**src/rtl/move_command_transmitter_pkg.sv**
```systemverilog
// Shared IR protocol definitions for the move command link: timing defaults,
// command layout and FSM state encodings (also used by the rover-side receiver).
package move_command_transmitter_pkg;

   localparam int unsigned CMD_W    = 12;
   localparam int unsigned LAST_BIT = CMD_W - 1;

   // Default timing at 27 MHz: 40 kHz carrier, 0.6 ms unit, 45 ms frame
   localparam int unsigned CARRIER_DIV_DEF = 675;
   localparam int unsigned UNIT_CYCLES_DEF = 16200;
   localparam int unsigned START_UNITS_DEF = 4;
   localparam int unsigned FRAME_UNITS_DEF = 75;
   localparam int unsigned REPEATS_DEF     = 3;

   localparam logic [2:0] ST_IDLE  = 3'd0;
   localparam logic [2:0] ST_START = 3'd1;
   localparam logic [2:0] ST_GAP   = 3'd2;
   localparam logic [2:0] ST_BIT   = 3'd3;
   localparam logic [2:0] ST_WAIT  = 3'd4;
   localparam logic [2:0] ST_DONE  = 3'd5;

   typedef struct packed {
      logic [4:0] angle;
      logic [6:0] distance;
   } move_cmd_t;

   // States during which the IR envelope is on
   function automatic logic is_burst(input logic [2:0] st);
      return (st == ST_START) || (st == ST_BIT);
   endfunction

endpackage

```
**src/rtl/move_command_transmitter_carrier_gen.sv**
```systemverilog
// ir_carrier_gen: square-wave IR carrier, high for the first CARRIER_DIV/2 clocks
// of each period.
// Ports: clock, reset (sync, active-high), restart (zero the phase so the next
// cycle starts a high half), carrier (carrier level for the current cycle).
module ir_carrier_gen #(
   parameter int unsigned CARRIER_DIV = 675
) (
   input  logic clock,
   input  logic reset,
   input  logic restart,
   output logic carrier
);

   localparam int unsigned CNT_W = (CARRIER_DIV > 1) ? $clog2(CARRIER_DIV) : 1;
   localparam logic [CNT_W-1:0] CNT_LAST = CNT_W'(CARRIER_DIV - 1);
   localparam logic [CNT_W-1:0] CNT_HALF = CNT_W'(CARRIER_DIV / 2);

   logic [CNT_W-1:0] count;

   // Phase counter, wraps at CARRIER_DIV-1
   always_ff @(posedge clock) begin
      if (reset || restart) begin
         count <= '0;
      end else if (count == CNT_LAST) begin
         count <= '0;
      end else begin
         count <= count + CNT_W'(1);
      end
   end

   assign carrier = (count < CNT_HALF);

endmodule

```
**src/rtl/move_command_transmitter.sv**
```systemverilog
// move_command_transmitter: sends a 12-bit move command as REPEATS SIRC-style IR
// frames (start burst, then per bit LSB first: 1-unit gap + 1/2-unit burst).
// Ports: clock, reset (sync, active-high), send/command (request + payload,
// accepted in IDLE), busy/done (handshake), bit_index/state (debug),
// ir_out (registered carrier AND envelope).
module move_command_transmitter
   import move_command_transmitter_pkg::*;
#(
   parameter int unsigned CARRIER_DIV = CARRIER_DIV_DEF,
   parameter int unsigned UNIT_CYCLES = UNIT_CYCLES_DEF,
   parameter int unsigned START_UNITS = START_UNITS_DEF,
   parameter int unsigned FRAME_UNITS = FRAME_UNITS_DEF,
   parameter int unsigned REPEATS     = REPEATS_DEF
) (
   input  logic             clock,
   input  logic             reset,
   input  logic             send,
   input  logic [CMD_W-1:0] command,
   output logic             busy,
   output logic             done,
   output logic [3:0]       bit_index,
   output logic [2:0]       state,
   output logic             ir_out
);

   localparam int unsigned TICK_W = (UNIT_CYCLES > 1) ? $clog2(UNIT_CYCLES) : 1;
   localparam int unsigned REP_W  = (REPEATS > 1) ? $clog2(REPEATS) : 1;
   localparam logic [TICK_W-1:0] TICK_LAST  = TICK_W'(UNIT_CYCLES - 1);
   localparam logic [6:0]        START_LAST = 7'(START_UNITS - 1);
   localparam logic [6:0]        FRAME_LAST = 7'(FRAME_UNITS - 1);
   localparam logic [REP_W-1:0]  REP_LAST   = REP_W'(REPEATS - 1);

   logic [2:0]        state_next;
   logic [TICK_W-1:0] tick, tick_next;
   logic [6:0]        unit_cnt, unit_next;
   logic [3:0]        bit_next;
   logic              second, second_next;
   logic [REP_W-1:0]  frame_cnt, frame_next;
   move_cmd_t         cmd_q;
   logic [CMD_W-1:0]  cmd_bits_c;
   logic              envelope;
   logic              env_next_c;
   logic              restart_c;
   logic              carrier_c;
   logic              unit_end_c;
   logic              frame_end_c;

   assign cmd_bits_c = cmd_q;

   ir_carrier_gen #(.CARRIER_DIV(CARRIER_DIV)) u_carrier (
      .clock   (clock),
      .reset   (reset),
      .restart (restart_c),
      .carrier (carrier_c)
   );

   // Next-state logic; every transition other than acceptance lands on a unit boundary
   always_comb begin
      state_next  = state;
      unit_next   = unit_cnt;
      bit_next    = bit_index;
      second_next = second;
      frame_next  = frame_cnt;
      frame_end_c = 1'b0;
      unit_end_c  = (tick == TICK_LAST);

      if (unit_end_c && (state != ST_IDLE) && (state != ST_DONE)) begin
         unit_next = unit_cnt + 7'd1;
      end

      case (state)
         ST_IDLE: begin
            if (send) begin
               state_next = ST_START;
               unit_next  = '0;
               frame_next = '0;
               bit_next   = '0;
            end
         end
         ST_START: begin
            if (unit_end_c && (unit_cnt == START_LAST)) begin
               state_next = ST_GAP;
            end
         end
         ST_GAP: begin
            if (unit_end_c) begin
               state_next  = ST_BIT;
               second_next = 1'b0;
            end
         end
         ST_BIT: begin
            if (unit_end_c) begin
               if (cmd_bits_c[bit_index] && !second) begin
                  second_next = 1'b1;
               end else if (bit_index == 4'(LAST_BIT)) begin
                  // A full-length frame has no room left for FRAME_WAIT
                  if (unit_cnt == FRAME_LAST) begin
                     frame_end_c = 1'b1;
                  end else begin
                     state_next = ST_WAIT;
                  end
               end else begin
                  bit_next   = bit_index + 4'd1;
                  state_next = ST_GAP;
               end
            end
         end
         ST_WAIT: begin
            if (unit_end_c && (unit_cnt == FRAME_LAST)) begin
               frame_end_c = 1'b1;
            end
         end
         ST_DONE: begin
            state_next = ST_IDLE;
         end
         default: begin
            state_next = ST_IDLE;
         end
      endcase

      if (frame_end_c) begin
         unit_next = '0;
         bit_next  = '0;
         if (frame_cnt == REP_LAST) begin
            state_next = ST_DONE;
         end else begin
            state_next = ST_START;
            frame_next = frame_cnt + REP_W'(1);
         end
      end

      // Unit timer only runs while a frame is in progress
      if ((state == ST_IDLE) || (state_next == ST_IDLE) || (state_next == ST_DONE)) begin
         tick_next = '0;
      end else if (unit_end_c) begin
         tick_next = '0;
      end else begin
         tick_next = tick + TICK_W'(1);
      end

      env_next_c = is_burst(state_next);
      restart_c  = env_next_c && !envelope;
   end

   // State and output registers
   always_ff @(posedge clock) begin
      if (reset) begin
         state     <= ST_IDLE;
         tick      <= '0;
         unit_cnt  <= '0;
         bit_index <= '0;
         second    <= 1'b0;
         frame_cnt <= '0;
         cmd_q     <= '0;
         envelope  <= 1'b0;
         busy      <= 1'b0;
         done      <= 1'b0;
         ir_out    <= 1'b0;
      end else begin
         state     <= state_next;
         tick      <= tick_next;
         unit_cnt  <= unit_next;
         bit_index <= bit_next;
         second    <= second_next;
         frame_cnt <= frame_next;
         if ((state == ST_IDLE) && send) begin
            cmd_q <= move_cmd_t'(command);
         end
         envelope  <= env_next_c;
         busy      <= (state_next != ST_IDLE) && (state_next != ST_DONE);
         done      <= (state_next == ST_DONE);
         ir_out    <= envelope & carrier_c;
      end
   end

endmodule

```
**config.mk**
```make
export PLATFORM = sky130hd
export DESIGN_NAME = move_command_transmitter
export DESIGN_NICKNAME = d
export VERILOG_FILES = /design/src/rtl/move_command_transmitter_pkg.sv /design/src/rtl/move_command_transmitter_carrier_gen.sv /design/src/rtl/move_command_transmitter.sv
export SDC_FILE = /design/constraint.sdc
export NUM_CORES = 1
export LEC_CHECK = 0
export CAP_MARGIN = 0
export CORE_MARGIN = 2
export CORE_UTILIZATION = 50
export DETAILED_ROUTE_END_ITERATION = 6
export PLACE_DENSITY = 0.71
export SETUP_SLACK_MARGIN = 0.3
export SYNTH_ARGS = -nofsm -noshare
export SYNTH_HDL_FRONTEND = slang
export SYNTH_HIERARCHICAL = 1
export SYNTH_SLANG_ARGS = --single-unit
export TNS_END_PERCENT = 5
```
**constraint.sdc**
```tcl
create_clock -name clock -period 3.7 [get_ports clock]
set_input_delay 0.925 -clock clock [delete_from_list [all_inputs] [get_ports clock]]
set_output_delay 0.925 -clock clock [all_outputs]
set_load 0.01 [all_outputs]
```
# Yosys cells after proc, flatten, opt, wreduce, memory -nomap -nowiden
# Index checks and enable logic that the tools add are counted.
[classes]
order_cmp = 2
addsub = 5
n_reduce_logical = 25
eq_ne = 21
n_mux = 34
bitwise = 1
[ops]
columns = ["operator", "count"]
rows = [
  ["3-bit 2-to-1 mux", 9],
  ["7-bit 2-to-1 mux", 3],
  ["4-bit 2-to-1 mux", 4],
  ["3-bit case mux with 5 select lines", 1],
  ["14-bit by 1-bit adder with 14-bit output (second input constant)", 1],
  ["14-bit equality test (second input constant)", 1],
  ["2-bit != test (second input constant)", 6],
  ["10-bit by 1-bit adder with 10-bit output (second input constant)", 1],
  ["10-bit equality test (second input constant)", 1],
  ["10-bit by 9-bit < comparator with 1-bit output (second input constant)", 1],
  ["3-bit by 2-bit equality test with 1-bit output (second input constant)", 3],
  ["1-bit 2-to-1 mux", 9],
  ["1-bit logical AND", 8],
  ["2-bit 2-to-1 mux", 4],
  ["4-bit case mux with 2 select lines", 1],
  ["7-bit by 1-bit adder with 7-bit output (second input constant)", 1],
  ["7-bit by 2-bit equality test with 1-bit output (second input constant)", 1],
  ["7-bit equality test (second input constant)", 1],
  ["3-bit by 1-bit equality test with 1-bit output (second input constant)", 2],
  ["3-bit equality test (second input constant)", 2],
  ["3-bit zero test", 2],
  ["3-bit != test (second input constant)", 2],
  ["3-bit nonzero test", 2],
  ["4-bit by 5-bit < comparator with 1-bit output (second input constant)", 1],
  ["other kinds (14)", 21],
]
[totals]
out_inout_bits = 10
elab_cells = 101
input_bits = 15
ff_bits = 57

# Logic depth before layout (Yosys ltp)
# Gate-level depths: netlist of the first run.
[depth]
depth_word = 12
ltp_mapped = 10
ltp_nobuf = 10

# Modules after synthesis
# Netlist of the first run, hierarchy kept.
[modules_own_cells]
columns = ["mod", "n_inst", "seq_area_each_um2", "cells_each", "area_per_inst_um2"]
rows = [
  ["move_command_transmitter", 1, 940.9, 263, 2369.8],
  ["ir_carrier_gen", 1, 200.2, 60, 523.0],
]

# Worst setup path after synthesis of the first run
# OpenSTA, ideal clock, no wires.
[synth_timing]
path_type = "register to register"
from = "register bit_index[0]"
to = "register u_carrier.count[2]"
setup_slack_ns = 1.286
setup_ns = 0.064
synth_period_minus_slack_ns = 2.414
stages_incl_launch_ff = 11
path_buffers = 1
required_time_ns = 3.636
t_arrival_ns = 2.350
cell_sequence = "dfxtp_1 buf_6 mux4_2 a2bb2oi_2 a311oi_4 nor2_2 nor3_1 nor3b_1 nor2_1 o21ai_2 nor2_1"
[synth_between]
elab_chain_len = 12
word_cells_on_any_way = 19
classes_between = "eq/ne: 3; mux: 11; reduce/logical: 5"
[synth_rtl]
columns = ["item", "line", "text"]
rows = [
  ["from (decl)", "move_command_transmitter.sv:21", "output logic [3:0] bit_index,"],
  ["from (signal assigned)", "move_command_transmitter.sv:163", "bit_index <= bit_next;"],
  ["1-bit binary-select mux with 4-bit select", "move_command_transmitter.sv:93", "if (cmd_bits_c[bit_index] && !second) begin"],
  ["1-bit 2-to-1 mux (not written as such)", "move_command_transmitter.sv:93", ""],
  ["1-bit logical AND", "move_command_transmitter.sv:93", ""],
  ["3-bit 2-to-1 mux / 1-bit 2-to-1 mux (equally long branches)", "move_command_transmitter.sv:93", ""],
  ["3-bit 2-to-1 mux / 1-bit 2-to-1 mux (equally long branches)", "move_command_transmitter.sv:92", "if (unit_end_c) begin"],
  ["3-bit case mux with 5 select lines / 1-bit case mux with 2 select lines (equally long branches)", "move_command_transmitter.sv:71", "case (state)"],
  ["3-bit 2-to-1 mux *", "move_command_transmitter.sv:121", "if (frame_end_c) begin"],
  ["3-bit by 1-bit equality test with 1-bit output / 3-bit by 2-bit equality test with 1-bit output (equally long branches)", "move_command_transmitter_pkg.sv:29", "return (st == ST_START) || (st == ST_BIT);"],
  ["1-bit logical OR *", "move_command_transmitter_pkg.sv:29", ""],
  ["1-bit logical AND *", "move_command_transmitter.sv:142", "restart_c = env_next_c && !envelope;"],
  ["via restart_c", "move_command_transmitter.sv:43", "logic restart_c;"],
  ["1-bit logical OR *", "move_command_transmitter_carrier_gen.sv:22", "if (reset || restart) begin"],
  ["2-bit OR reduction (no line) *", "-", ""],
  ["to (signal assigned)", "move_command_transmitter_carrier_gen.sv:27", "count <= count + CNT_W'(1);"],
  ["to (decl)", "move_command_transmitter_carrier_gen.sv:18", "logic [CNT_W-1:0] count;"],
]
# The timed path passes the listed nets; every way through them passes the cells marked *. The select of a mux whose other input is x is not followed.
# A chain may end at the register's enable or synchronous reset.

# Final worst setup path of the first run
[layout_timing]
from = "register tick[0]"
to = "register u_carrier.count[6]"
[layout_between]
elab_chain_len = 10
word_cells_on_any_way = 17
classes_between = "eq/ne: 3; mux: 8; reduce/logical: 6"
[layout_rtl]
columns = ["item", "line", "text"]
rows = [
  ["from (decl)", "move_command_transmitter.sv:34", "logic [TICK_W-1:0] tick, tick_next;"],
  ["from (signal assigned)", "move_command_transmitter.sv:161", "tick <= tick_next;"],
  ["14-bit equality test *", "move_command_transmitter.sv:65", "unit_end_c = (tick == TICK_LAST);"],
  ["1-bit logical AND (on tied branches)", "move_command_transmitter.sv:81, move_command_transmitter.sv:109", ""],
  ["3-bit 2-to-1 mux / 1-bit 2-to-1 mux (equally long branches)", "move_command_transmitter.sv:81, move_command_transmitter.sv:109", ""],
  ["3-bit case mux with 5 select lines / 1-bit case mux with 2 select lines (equally long branches)", "move_command_transmitter.sv:71", ""],
  ["3-bit 2-to-1 mux *", "move_command_transmitter.sv:121", ""],
  ["3-bit by 1-bit equality test with 1-bit output / 3-bit by 2-bit equality test with 1-bit output (equally long branches)", "move_command_transmitter_pkg.sv:29", ""],
  ["1-bit logical OR *", "move_command_transmitter_pkg.sv:29", ""],
  ["1-bit logical AND *", "move_command_transmitter.sv:142", ""],
  ["via restart_c", "move_command_transmitter.sv:43", ""],
  ["1-bit logical OR *", "move_command_transmitter_carrier_gen.sv:22", ""],
  ["2-bit OR reduction (no line) *", "-", ""],
]
# The timed path passes the listed nets; every way through them passes the cells marked *.

==> qor.csv, run 1 <==
stage;metric;value;unit
status;outcome;finished clean;
grt;grt_overflow_total;0;
worst_setup_path;slowest_delay;0.77;ns
hold_path;holdPathEnd;tick[0]$_SDFF_PP0_;
clock_network;cts_root_buf;clkbuf_8;
clock_network;post_cts_resized;0;
sta;setup_viol_count_final;0;
sta;period_minus_slack;2.781;ns
drt;finalWirelength;5535;µm
sta;max_freq;359.6;MHz
sta;relSlewSlack;48.89;%
worst_setup_path;rr_startpoint;tick[0]$_SDFF_PP0_;
sta;fin_worst_skew;0.01227;ns
sta;fin_setup_tns;0;ns
placed_design;dp_hpwl;3865;µm
worst_setup_path;worstPathMaxFanout;16;
worst_setup_path;cp_cell_sequence;ha_1, and4bb_2, nand4_4, o32ai_1, nor3b_1, nor2_1, o21ai_2, nor2_1;
floorplanning;die_w;80.06;µm
clock_network;clock_path_buffers;2;
worst_setup_path;crit_family;simple AND/OR/NAND/NOR gates;
pwr;power_switching;308.6;µW
logic_synthesis;synthesis.instances;323;
drt;ant_nets;0;
logic_synthesis;synth_cell_type_count;59;
worst_setup_path;worst-setup-path-type;flip-flop to flip-flop;
sta;drv_slew;0;
placed_design;dp_slack;0.8704;ns
sta;fin_crit_sh;75.15;%
hold_path;worst_hold_startpoint;tick[0]$_SDFF_PP0_;
pwr;p_int;1.066;mW
logic_synthesis;synth_edf_count;0;
logic_synthesis;synth_fp_nets;345;
drt;drc_errors;0;
clock_network;cts_tree;done;
logic_synthesis;synth_area_leader_cell;dfxtp_1;
pwr;cellPowerDensity;408.6;mW/mm²
worst_setup_path;cp_num_buf_inv;0;
layout;layout-drive-gt1-share;11.58;%
drt;via_per_inst;5.303;
clock_network;htreeDepth;3;
floorplanning;initial_core_util;52.21;%
clock_network;hold_buffers;0;
job;cap_violations;0;
clock_network;cts_made_buffers;9;
pwr;peakVddDrop;0.0003106;V
worst_setup_path;r2r_setup_slack;0.92;ns
logic_synthesis;syn_area_per_cell;8.956;µm²
floorplanning;core;0.005540;mm²
drt;routedWlPerCell;12.99;µm
placed_design;gp_congestion;0.8290;
clock_network;post_cts_buffers;0;
logic_synthesis;synth-seq-cells;57;
logic_synthesis;async_reset_ff_share;0;%
clock_network;clk_pin_slew;0.07;ns
worst_setup_path;endpoint_kind;flip-flop;
sta;setup_slack;0.9195;ns
layout;fin_nets;371;
grt;grt_antenna_before_repair;0;
sta;final_hold_viol_count;0;
logic_synthesis;synth_warnings;6;
placed_design;port_buffers;24;
grt;grt_pass1_vias;2062;
pwr;clkPwrFrac;46.7;%
logic_synthesis;synth-seq-area-share;39.45;%
layout;fillers;525;
floorplanning;rows;27;
sta;rsz0062_at_grt;false;
floorplanning;ios;25;
logic_synthesis;synth.cell_area;0.002893;mm²
pwr;p_seq_share;46.5;%
clock_network;cts.sinks;57;
drt;vias;2259;
sta;tightest_slew;0.7642;ns
pwr;pwr-share-comb;6.7;%
logic_synthesis;yosysTopAreaCellShare;39.45;%
logic_synthesis;synth-main-ff-cell;dfxtp_1;
worst_setup_path;reg2reg_depth;8;
worst_setup_path;start_kind;flip-flop;
logic_synthesis;ys_top_cells_by_area;dfxtp_1 39%, nand2_1 6.1%, nor2_1 5.3%, xor2_1 4.2%, xnor2_1 3.9%;
drt;drt_iter0_markers;83;
grt;gr-usage-all-layers;19.31;%
worst_setup_path;r2r_end;u_carrier/count[6]$_SDFF_PP0_;
floorplanning;die_area;0.006410;mm²
floorplanning;die_h;80.06;µm
worst_setup_path;crit_arrival;2.99;ns
worst_setup_path;cpMostUsedCell;nor2_1;
clock_network;clock_latency;0.34;ns
worst_setup_path;cp_slowest_cell;o32ai_1;
hold_path;whs_path_depth;1;
layout;diodes;0;
worst_setup_path;critPathRequiredTime;3.91;ns
grt;grt_max_degree;18;
grt;grt_pass1_wl;9515;µm
drt;dr.pass1.iters;4;
layout;syn2layout_area_growth;16.31;%
hold_path;hold_path.class;flip-flop to flip-flop;
pwr;leakagePower;1.165;nW
pwr;swShare;22.45;%
==> cell type report <==
| type | count | area (µm²) | area share [%] |
|---|---|---|---|
| Tap cell | 72 | 90.09 | 2.678 |
| Clock buffer | 11 | 141.4 | 4.202 |
| Timing Repair Buffer | 26 | 255.2 | 7.586 |
| Multi-Input combinational cell | 246 | 1624 | 48.27 |
| Inverter | 9 | 33.78 | 1.004 |
| Sequential cell | 57 | 1141 | 33.92 |
| Clock inverter | 5 | 78.83 | 2.343 |
==> Yosys cell counts, types with 3 or more instances <==
cell type and number:
a211oi_1 13, a21oi_1 17, and2_1 7, and3_1 4
buf_6 7, clkbuf_1 4, dfxtp_1 57, ha_1 7
inv_1 9, mux2i_1 4, nand2_1 47, nand3_1 11
nand4_1 6, nor2_1 41, nor3_1 7, nor4_1 3
o21ai_0 3, xnor2_1 13, xor2_1 14
==> flip-flops by register name, indices dropped and copies added (netlist names), 2 cells and up <==
register         flops
cmd_bits_c          12
state                3
bit_index            4
unit_cnt             7
frame_cnt            2
u_carrier/count     10
tick                14
==> placed cells by master (no fill, tap or decap), types with 3 or more instances in the layout <==
cell type,instances
nand4_1,6
clkdlybuf4s50_1,24
xnor2_1,13
xor2_1,14
clkbuf_8,10
nor4_1,3
ha_1,7
nor3_1,7
dfxtp_1,57
mux2i_1,4
nor2_1,41
and3_1,4
inv_1,9
a211oi_1,13
a21oi_1,17
nand3_1,11
nand2_1,47
and2_1,7
o21ai_0,3
==> how the worst max path moves through the flow <==
stage,start,endpoint,slack [ns],cells after the start
after floorplan,bit_index[0]$_SDFFE_PP0P_,u_carrier/count[2]$_SDFF_PP0_,1.29,10
after global placement,send,u_carrier/count[6]$_SDFF_PP0_,0.90,9
after detailed placement,send,tick[9]$_SDFF_PP0_,0.87,6
after CTS,bit_index[0]$_SDFFE_PP0P_,tick[9]$_SDFF_PP0_,0.90,6
after global routing,bit_index[0]$_SDFFE_PP0P_,u_carrier/count[2]$_SDFF_PP0_,0.71,9
final,tick[0]$_SDFF_PP0_,u_carrier/count[6]$_SDFF_PP0_,0.92,8
==> power by group through the flow <==
| stage | clock, mW | combinational, mW | sequential [mW] |
|---|---|---|---|
| floorplan | 0 | 0.0621 | 0.650 |
| global route | 0.688 | 0.104 | 0.642 |
| CTS | 0.661 | 0.0937 | 0.640 |
| detailed placement | 0 | 0.0933 | 0.653 |
| finish | 0.643 | 0.0924 | 0.640 |
| global placement | 0 | 0.0921 | 0.653 |
==> routing by layer <==
metal / track usage, % / up-vias / wire length (µm)
met2: 29.92 / 29 / 2549
met1: 25.18 / 1036 / 2722
met4: 10.17 / 0 / 114
met3: 4.157 / 10 / 148
met5: 0 / - / 0
li1: - / 1184 / -
==> cells by family after synthesis <==
family / share of synthesized area (%)
multiplexers: 3.330
buffers and inverters: 4.412
flip-flops: 39.45
XOR/XNOR: 8.175
adder cells (fa/ha/maj): 3.028
AND/OR/NAND/NOR: 26.82
AO/OA/AOI/OAI: 14.79
==> through the flow <==
stage               power (mW)  std cells  utilization, %  hold WS [ns]  instance area, µm²
global placement        0.7450        410           56.75        0.4260                3144
global route             1.433        426           60.73        0.4731                3364
CTS                      1.394        426           60.73        0.4437                3364
detailed placement      0.7467        410           56.75        0.4332                3144
floorplan               0.7122        323               -        0.4146                2893
finish                   1.375        426           60.73        0.4404                3364
(Power assumes the default switching activity.)
==> inputs of run 2 (changes only) <==
Settings changed: PLACE_DENSITY 0.71 to 0.73.
Clock period 3.7 ns to 2.3 ns, I/O delays scaled along.
==> run 2 against run 1 <==
The flow now finishes with violations (negative setup slack). Worst hold slack better by 0.015 ns. Sequential power grew 61%. Via count increased by 11%. Global-route usage increased by 2.7 points. Routed wire length rose by 18%. Total power up 49%. Sequential share of layout area shrank 2.7 points. Clock skew decreased by 0.0052 ns. Sequential cell count did not move.
==> qor.csv, run 2 (synthesis gave the netlist of run 1 again) <==
stage;metric;value;unit;change
grt;grt_pass1_wl;10830;µm;was 9515 µm
grt;gr-usage-all-layers;22.01;%;was 19.31%
drt;vias;2499;;was 2259
placed_design;dpl_cell_area;0.003341;mm²;was 0.003144 mm²
sta;fin_worst_skew;0.007027;ns;was 0.01227 ns
pwr;p_int;1.550;mW;was 1.066 mW
pwr;peakVddDrop;0.0003899;V;was 0.0003106 V
worst_setup_path;crit_arrival;2.51;ns;was 2.99 ns
status;outcome;finished with violations;;was finished clean
worst_setup_path;r2r_end;tick[3]$_SDFF_PP0_;;was u_carrier/count[6]$_SDFF_PP0_
worst_setup_path;cp_num_buf_inv;1;;was 0
floorplanning;die_area;0.006410;mm²;unchanged
hold_path;hold_path.class;flip-flop to flip-flop;;unchanged
pwr;swShare;24.34;%;was 22.45%
worst_setup_path;endpoint_kind;flip-flop;;unchanged
pwr;p_seq_share;50.2;%;was 46.5%
worst_setup_path;worst-path-stages;7;;was 8
worst_setup_path;startpoint;bit_index[0]$_SDFFE_PP0P_;;was tick[0]$_SDFF_PP0_
clock_network;cts_made_buffers;9;;unchanged
floorplanning;core;0.005540;mm²;unchanged
sta;drv_slew;0;;unchanged
sta;final_hold_viol_count;0;;unchanged
sta;fin_setup_tns;-0.04123;ns;was 0 ns
placed_design;dp_hpwl;4277;µm;was 3865 µm
placed_design;port_buffers;24;;unchanged
floorplanning;die_h;80.06;µm;unchanged
sta;relSlewSlack;53.40;%;was 48.89%
drt;drt_iter0_markers;127;;was 83
placed_design;gp_congestion;0.8099;;was 0.8290
worst_setup_path;crit_family;compound AO/OA/AOI/OAI gates;;was simple AND/OR/NAND/NOR gates
layout;final_cells;454;;was 426
grt;grt_antenna_before_repair;0;;unchanged
worst_setup_path;slowest_delay;0.52;ns;was 0.77 ns
clock_network;cts_tree;done;;unchanged
sta;setup_viol_count_final;3;;was 0
hold_path;worst_hold_startpoint;cmd_bits_c[7]$_SDFFE_PP0P_;;was tick[0]$_SDFF_PP0_
pwr;clkPwrFrac;40.2;%;was 46.7%
drt;ant_nets;0;;unchanged
worst_setup_path;worst-setup-path-type;flip-flop to flip-flop;;unchanged
placed_design;place_inst;432;;was 410
sta;holdWs;0.4550;ns;was 0.4404 ns
sta;rsz0062_at_grt;true;;was false
layout;diodes;0;;unchanged
grt;grt_overflow_total;0;;unchanged
pwr;leakagePower;1.329;nW;was 1.165 nW
drt;routedWlPerCell;14.43;µm;was 12.99 µm
sta;period_minus_slack;2.320;ns;was 2.781 ns
worst_setup_path;cp_slowest_cell;mux4_2;;was o32ai_1
job;cap_violations;0;;unchanged
layout;layout-drive-gt1-share;22.77;%;was 11.58%
worst_setup_path;worstPathMaxFanout;8;;was 16
worst_setup_path;cp_cell_sequence;buf_6, mux4_2, a311o_2, a211oi_4, nor2_2, o31ai_4, a211oi_1;;was ha_1, and4bb_2, nand4_4, o32ai_1, nor3b_1, nor2_1, o21ai_2, nor2_1
pwr;power_switching;498.6;µW;was 308.6 µW
worst_setup_path;setup.worst_path.end;tick[3]$_SDFF_PP0_;;was u_carrier/count[6]$_SDFF_PP0_
sta;tightest_slew;0.6917;ns;was 0.7642 ns
worst_setup_path;critPathRequiredTime;2.49;ns;was 3.91 ns
layout;fin_nets;399;;was 371
clock_network;cts_root_buf;clkbuf_8;;unchanged
layout;design_area;0.003687;mm²;was 0.003364 mm²
worst_setup_path;r2r_setup_slack;-0.02;ns;was 0.92 ns
pwr;cellPowerDensity;555.7;mW/mm²;was 408.6 mW/mm²
layout;layout_commonest_cell;dfxtp_1;;unchanged
clock_network;clock_path_buffers;2;;unchanged
pwr;p_total;2.049;mW;was 1.375 mW
grt;grt_pass1_vias;2435;;was 2062
clock_network;cts.sinks;57;;unchanged
clock_network;htreeDepth;3;;unchanged
layout;syn2layout_area_growth;27.47;%;was 16.31%
sta;fin_crit_sh;100.9;%;was 75.15%
sta;max_freq;431.1;MHz;was 359.6 MHz
drt;dr.pass1.iters;4;;unchanged
drt;via_per_inst;5.504;;was 5.303
status;violations;negative setup slack;;
worst_setup_path;start_kind;flip-flop;;unchanged
floorplanning;ios;25;;unchanged
clock_network;clock_latency;0.34;ns;about the same
layout;layout_common_cells;52 x dfxtp_1, 46 x nand2_1, 39 x nor2_1, 24 x buf_4, 23 x clkdlybuf4s50_1;;was 57 x dfxtp_1, 47 x nand2_1, 41 x nor2_1, 24 x clkdlybuf4s50_1, 17 x a21oi_1
worst_setup_path;reg2reg_depth;7;;was 8
layout;fillers;450;;was 525
drt;finalWirelength;6551;µm;was 5535 µm
worst_setup_path;rr_startpoint;bit_index[0]$_SDFFE_PP0P_;;was tick[0]$_SDFF_PP0_
layout;regMostFlops;tick;;unchanged
clock_network;clk_pin_slew;0.06;ns;was 0.07 ns
floorplanning;initial_core_util;52.21;%;unchanged
floorplanning;die_w;80.06;µm;unchanged
layout;largest_reg_flops;14;;unchanged
drt;drc_errors;0;;unchanged
grt;grt_max_degree;19;;was 18
floorplanning;rows;27;;unchanged
sta;setup_slack;-0.01991;ns;was 0.9195 ns
pwr;pwr-share-comb;9.5;%;was 6.7%
-- run 2: cell count changes in the layout (fill, tap and decap cells not counted), sizes merged --
| cell | delta |
|---|---|
| o31ai | +1 |
| buf | +27 |
| clkdlybuf4s50 | -1 |
| bufinv | -2 |
| clkbuf | +2 |
| dlygate4sd2 | +1 |
-- run 2: area by class of cell --
class                      instances  area [µm²]  area share (%)
clock inverter                     3       15.01          0.4072
multi-input combinational        247        1747           47.37
clock buffer                      13       158.9           4.309
tap                               72       90.09           2.443
timing repair buffer              53       493.0           13.37
inverter                           9       33.78          0.9162
sequential                        57        1150           31.18
-- run 2: how the worst min path moves through the flow --
stage	slack, ns	to	cells after the start
2_1_floorplan	0.41	tick[0]$_SDFF_PP0_	1
3_3_place_gp	0.44	cmd_bits_c[7]$_SDFFE_PP0P_	2
3_5_place_dp	0.45	cmd_bits_c[7]$_SDFFE_PP0P_	2
4_1_cts	0.46	cmd_bits_c[7]$_SDFFE_PP0P_	2
5_1_grt	0.48	cmd_bits_c[2]$_SDFFE_PP0P_	2
6_report	0.46	cmd_bits_c[7]$_SDFFE_PP0P_	2
-- run 2: power by group through the flow --
stage	logic (mW)	registers (mW)	clock network, mW
final	0.195	1.03	0.824
after global routing	0.214	1.03	0.885
after CTS	0.186	1.03	0.846
after detailed placement	0.170	1.05	0
after global placement	0.166	1.05	0
after floorplan	0.101	1.05	0
-- run 2: routing by layer --
metal / share of wire, % / vias to the layer above / wire length, µm / GRT usage, %
met5: 0 / - / 0 / 0
met4: 2.3 / 0 / 150 / 11.36
met3: 4.4 / 19 / 287 / 8.427
met2: 50 / 60 / 3243 / 35.92
met1: 44 / 1174 / 2869 / 24.91
li1: - / 1246 / - / -
-- run 2: timing repair --
| action | 4_1_cts | 5_1_grt |
|---|---|---|
| hold buffers | 0 | 0 |
| gates resized for setup | 23 | 9 |
| endpoints found under the setup margin | 46 | 42 |
| pin swaps | 16 | 9 |
| buffers inserted | 3 | 2 |
| cloned | 1 | 0 |
-- run 2: metrics by stage --
| stage | worst slack [ns] | utilization, % |
|---|---|---|
| 5_1_grt | -0.1203 | 66.55 |
| 6_report | -0.01991 | 66.55 |
| 3_5_place_dp | -0.05138 | 60.30 |
| 2_1_floorplan | 0.004821 | - |
| 3_3_place_gp | 0.05255 | 60.30 |
| 4_1_cts | -0.04177 | 65.61 |
-- run 2: tightest hold or removal path: cells and delay by family (launching register included) --
| family | cells | cell delay [ns] |
|---|---|---|
| DFF | 1 | 0.31 |
| and+or+nand+nor | 1 | 0.05 |
| AOI/OAI and AO/OA | 1 | 0.05 |
==> edit 1 (settings of run 2) <==
Set the package constant `CARRIER_DIV_DEF` to 337 (it was 675).
--- a/src/rtl/move_command_transmitter_pkg.sv
+++ b/src/rtl/move_command_transmitter_pkg.sv
@@ -7,5 +7,5 @@
 
    // Default timing at 27 MHz: 40 kHz carrier, 0.6 ms unit, 45 ms frame
-   localparam int unsigned CARRIER_DIV_DEF = 675;
+   localparam int unsigned CARRIER_DIV_DEF = 337;
    localparam int unsigned UNIT_CYCLES_DEF = 16200;
    localparam int unsigned START_UNITS_DEF = 4;
Check against the original RTL: no difference found for any inputs over 10 cycles, from zero or initial values and one cycle with reset high; that may be too few to reach the edited logic, so the function may still have changed.
==> edit 1 against run 2 <==
  * The run still ends with negative setup slack left
  * Setup slack improved by 0.0033 ns
  * First-iteration DRC count increased by 15%
  * Sequential share of layout area increased by 1.4 points
  * Routed wire length decreased by 7.0%
  * Power decreased by 15%
  * Die area decreased by 3.4%
  * Cell area decreased by 5.8%
  * Clock skew increased by 0.0028 ns
  * Clock power decreased by 33%
  * Sequential cell count decreased by 1
  * Area after synthesis decreased by 3.6%
  * Critical path type unchanged
==> edit 1: results (changes against run 2) <==
| Metric | Value |
|---|---|
| Clock-pin transition on the worst setup and hold timing paths | `0.11 ns (+0.05 ns)` |
| Hold depth | `1 (-1)` |
| Hold Crit Start | `tick[0]` |
| GPL Wtd Cong | `0.814 (+0.53%)` |
| Peak VDD IR | `0.405 mV (+3.9%)` |
| Endpoints failing setup | `4 (+1)` |
| Top cells by count, synth | `56 x dfxtp_1, 44 x nand2_1, 36 x nor2_1, 20 x a21oi_1, 13 x a211oi_1` |
| Placed cells | `411 (-4.9%)` |
| Net count after synthesis | `332 (-3.8%)` |
| CTS buffer count | `5 (-4)` |
| Setup TNS | `-0.0386 ns (+0.00266 ns)` |
| Worst Max-Slew Pin Slew | `0.564 ns (-0.128 ns)` |
| Synth Area in Compound Gates | `15.9% (+1.1 points)` |
| Synthesized instance count | `311 (-3.7%)` |
| Met3 Track Usage GR | `4.60% (-3.8 points)` |
| # Post-CTS Setup Buffers | `2 (-1)` |
| Worst EP arrival | `2.57 ns (+0.06 ns)` |
| Via-per-instance ratio | `5.55 (+0.78%)` |
| Violations in the final reports | `negative setup slack` |
| Vias in the first global route | `2166 (-11%)` |
| Worst setup slack after layout | `-0.0166 ns (+0.00328 ns)` |
| Final Skew | `0.00986 ns (+0.00284 ns)` |
| Reg-to-Reg End | `u_carrier/count[5]` |
| M1 WL | `2850 um (-0.84%)` |
| # nets final | `379 (-5.0%)` |
| First-pass GRT wire length | `9950 um (-8.2%)` |
| 1st-iter DRT viols | `146 (+15%)` |
| Final wirelength | `6090 um (-7.0%)` |
| Fraction of layout cells with a size suffix above 1 | `21.2% (-1.6 points)` |
| Placed Area | `0.00316 sq mm (-5.5%)` |
| Sequential fraction of the synthesis area | `40.2% (+0.75 points)` |
| Netlist cell types | `53 (-10%)` |
| Clock Latency Late Sink | `0.32 ns (-0.02 ns)` |
| Final Instance Count excl. Fillers | `431 (-5.1%)` |
| Fillers | `457 (+1.6%)` |
| Largest cells by area after synthesis | `dfxtp_1 40%, nand2_1 5.9%, nor2_1 4.8%` |
| Met1 Resource Use GR | `26.6% (+1.7 points)` |
| R2R depth | `9 (+2)` |
| Hold EP | `tick[0]` |
| Met3 wire len | `228 um (-21%)` |
| Outcome | `finished with violations` |
| Post-synthesis mux area share | `3.10% (-0.23 points)` |
| Met2 WL | `2890 um (-11%)` |
| Largest fanout on the critical path | `9 (+1)` |
| Resize count post-CTS | `10 (-57%)` |
[edit 1: power by group through the flow]
| stage | Combinational, mW | Clock (mW) | Sequential, mW |
|---|---|---|---|
| floorplan | 0.0986 | 0 | 1.03 |
| global placement | 0.160 | 0 | 1.03 |
| detailed placement | 0.162 | 0 | 1.03 |
| CTS | 0.166 | 0.567 | 1.01 |
| global route | 0.194 | 0.609 | 1.01 |
| finish | 0.177 | 0.554 | 1.01 |
[edit 1: cell type report]
type                    count  area share (%)
multi-input cells         236            47.8
flip-flops and latches     56            32.6
clock inverters             2           0.468
clock buffers               6            2.09
repair buffers             50            13.5
well taps                  72            2.59
inverters                   9           0.973
[edit 1: logic make-up (layout without fill, tap and decap cells)]
kind of cell / count (synthesis) / count (layout)
AO/OA/AOI/OAI: 57 / 58
XOR/XNOR: 24 / 24
adder cells (fa/ha/maj): 6 / 6
buffers and inverters: 20 / 67
flip-flops: 56 / 56
multiplexers: 6 / 6
AND/OR/NAND/NOR: 142 / 142
[edit 1: worst max-delay path by stage]
stage	from	end	slack, ns
final	bit_index[0]	u_carrier/count[5]	-0.02
after global routing	bit_index[0]	u_carrier/count[5]	-0.10
after CTS	bit_index[0]	u_carrier/count[5]	0.04
after detailed placement	tick[0]	tick[2]	-0.13
after global placement	bit_index[0]	u_carrier/count[7]	-0.03
after floorplan	bit_index[0]	tick[10]	0.005
[edit 1: critical path: stages, from the launching register on]
cell and delay (ns):
dfxtp_4 0.39, mux4_2 0.53, and3_4 0.22, a311oi_4 0.31, nor2_2 0.10, nor3_2 0.25
nor3b_2 0.08, nor2_2 0.13, o21ai_4 0.12, a21oi_1 0.13
==> edit 2 (settings of run 2) <==
Made on the original files. Register the output `done` once more; this adds one clock of latency there. The other outputs are not delayed to match.
--- a/src/rtl/move_command_transmitter.sv
+++ b/src/rtl/move_command_transmitter.sv
@@ -30,4 +30,6 @@
    localparam logic [6:0]        FRAME_LAST = 7'(FRAME_UNITS - 1);
    localparam logic [REP_W-1:0]  REP_LAST   = REP_W'(REPEATS - 1);
+
+   logic done_s0;
 
    logic [2:0]        state_next;
@@ -155,5 +157,5 @@
          envelope  <= 1'b0;
          busy      <= 1'b0;
-         done      <= 1'b0;
+         done_s0   <= 1'b0;
          ir_out    <= 1'b0;
       end else begin
@@ -169,9 +171,13 @@
          envelope  <= env_next_c;
          busy      <= (state_next != ST_IDLE) && (state_next != ST_DONE);
-         done      <= (state_next == ST_DONE);
+         done_s0   <= (state_next == ST_DONE);
          ir_out    <= envelope & carrier_c;
       end
    end
 
+   always_ff @(posedge clock) begin
+      done <= done_s0;
+   end
+
 endmodule
 
Check against the original RTL: no difference found for any inputs over 10 cycles, from zero or initial values and one cycle with reset high; that may be too few to reach the edited logic, so the function may still have changed.
==> edit 2 against run 2 <==
  * Power rose by 6.1%
  * Routed wire length up 10%
  * Cell count is 1.8% higher
  * Highest routed layer unchanged
  * Clock power up 11%
  * Area after synthesis increased by 0.69%
  * Setup slack gained 0.051 ns
  * Sequential cell count rose by 1
  * Global-route usage grew 0.52 points
  * First-iteration DRC count fell by 8.7%
  * Worst hold slack lost 0.11 ns
  * Clock skew up 0.0060 ns
  * Cell area grew 5.6%
==> edit 2: results (changes against run 2) <==
| Metric | Value |
|---|---|
| Resize count post-CTS | `16 (-30%)` |
| CP startpoint | `bit_index[0]` |
| Largest net degree at the start of global routing | `17 (-2)` |
| WP data required | `2.50 ns` |
| Ant. Diodes | `0 (unchanged)` |
| Final Skew | `0.0130 ns (+0.00599 ns)` |
| Vias in the first global route | `2503 (+2.8%)` |
| Most flop-heavy register | `tick` |
| Top sig layer | `met4` |
| CTS H-tree depth | `3 (unchanged)` |
| Initial antenna violation count | `0 (unchanged)` |
| Final wirelength | `7210 um (+10%)` |
| Largest cells by area after synthesis | `dfxtp_1 40%, nand2_1 6.1%, nor2_1 5.3%` |
| WHS | `0.340 ns (-0.115 ns)` |
| Lkg Pwr | `1.43 nW (+7.5%)` |
| CP max stage delay | `0.53 ns` |
| Top cells by count, synth | `58 x dfxtp_1, 47 x nand2_1, 41 x nor2_1, 17 x a21oi_1, 14 x xor2_1` |
| GR Util met2 | `39.6% (+3.7 points)` |
| Post-detail-place hpwl | `4430 um (+3.6%)` |
| GPL Wtd Cong | `0.822 (+1.4%)` |
| Synthesized instance count | `324 (+0.31%)` |
| Met3 wire len | `247 um (-14%)` |
| Design area | `0.00389 sq mm (+5.6%)` |
| Net count after synthesis | `346 (+0.29%)` |
| Synth Area in Compound Gates | `14.7% (-0.10 points)` |
| GR Util All Layers | `22.5% (+0.52 points)` |
| Peak VDD IR | `0.389 mV (-0.27%)` |
| Netlist cell types | `59 (unchanged)` |
| CTS max path bufs | `2 (unchanged)` |
| XOR/XNOR Fraction of Synth Area | `8.12% (-0.056 points)` |
| R2R depth | `8 (+1)` |
| Met1 Resource Use GR | `25.6% (+0.67 points)` |
| # nets final | `408 (+2.3%)` |
| Root Buffer | `clkbuf_8` |
| Slowest stage cell, crit path | `mux4_2` |
| Final Instance Count excl. Fillers | `462 (+1.8%)` |
| Hold Crit Start | `done_s0` |
| Met2 WL | `3740 um (+15%)` |
| 1st-iter DRT viols | `116 (-8.7%)` |
| Fraction of layout cells with a size suffix above 1 | `27.4% (+4.7 points)` |
| CTS buffer count | `9 (unchanged)` |
| First-pass GRT wire length | `11100 um (+2.6%)` |
| Reg2Reg Setup Slack | `0.03 ns (+0.05 ns)` |
| Outcome | `finished clean` |
| Met3 Track Usage GR | `5.73% (-2.7 points)` |
| Hold EP | `done` |
| Fillers | `436 (-3.1%)` |
| Post-synthesis mux area share | `3.31% (-0.023 points)` |
| M1 WL | `3090 um (+7.6%)` |
| Post-synthesis adder-cell area fraction | `3.01% (-0.021 points)` |
| # Post-CTS Setup Buffers | `6 (+3)` |
| Max_slew headroom | `62.7% (+9.3 points)` |
| Via-per-instance ratio | `5.57 (+1.2%)` |
| Sequential fraction of the synthesis area | `39.9% (+0.42 points)` |
| Max FFs per register | `14 (unchanged)` |
| Hold depth | `0 (-2)` |
| Placed cells | `437 (+1.2%)` |
| Placed Area | `0.00338 sq mm (+1.1%)` |
| CP endpoint | `tick[0]` |
| Final Hold Viols | `0 (unchanged)` |
## edit 2: final cells by class
type	count	area share [%]
clock buffers	12	3.73
clock inverters	3	1.03
inverters	9	0.868
multi-input cells	247	47.2
flip-flops and latches	58	30.1
well taps	72	2.31
repair buffers	61	14.7
## edit 2: stage by stage
| step | total power [mW] | TNS, ns | worst slack [ns] |
|---|---|---|---|
| floorplan | 1.16 | 0 | 0.00482 |
| global placement | 1.24 | -0.0371 | -0.00940 |
| detailed placement | 1.24 | -0.00408 | -0.00145 |
| CTS | 2.16 | 0 | 0.0483 |
| global route | 2.26 | -0.583 | -0.0546 |
| finish | 2.17 | 0 | 0.0309 |
## edit 2: report_power, final
group / switching, mW / total, mW / internal, mW
clock: 0.394 / 0.915 / 0.521
sequential: 0.0180 / 1.05 / 1.03
combinational: 0.107 / 0.213 / 0.106
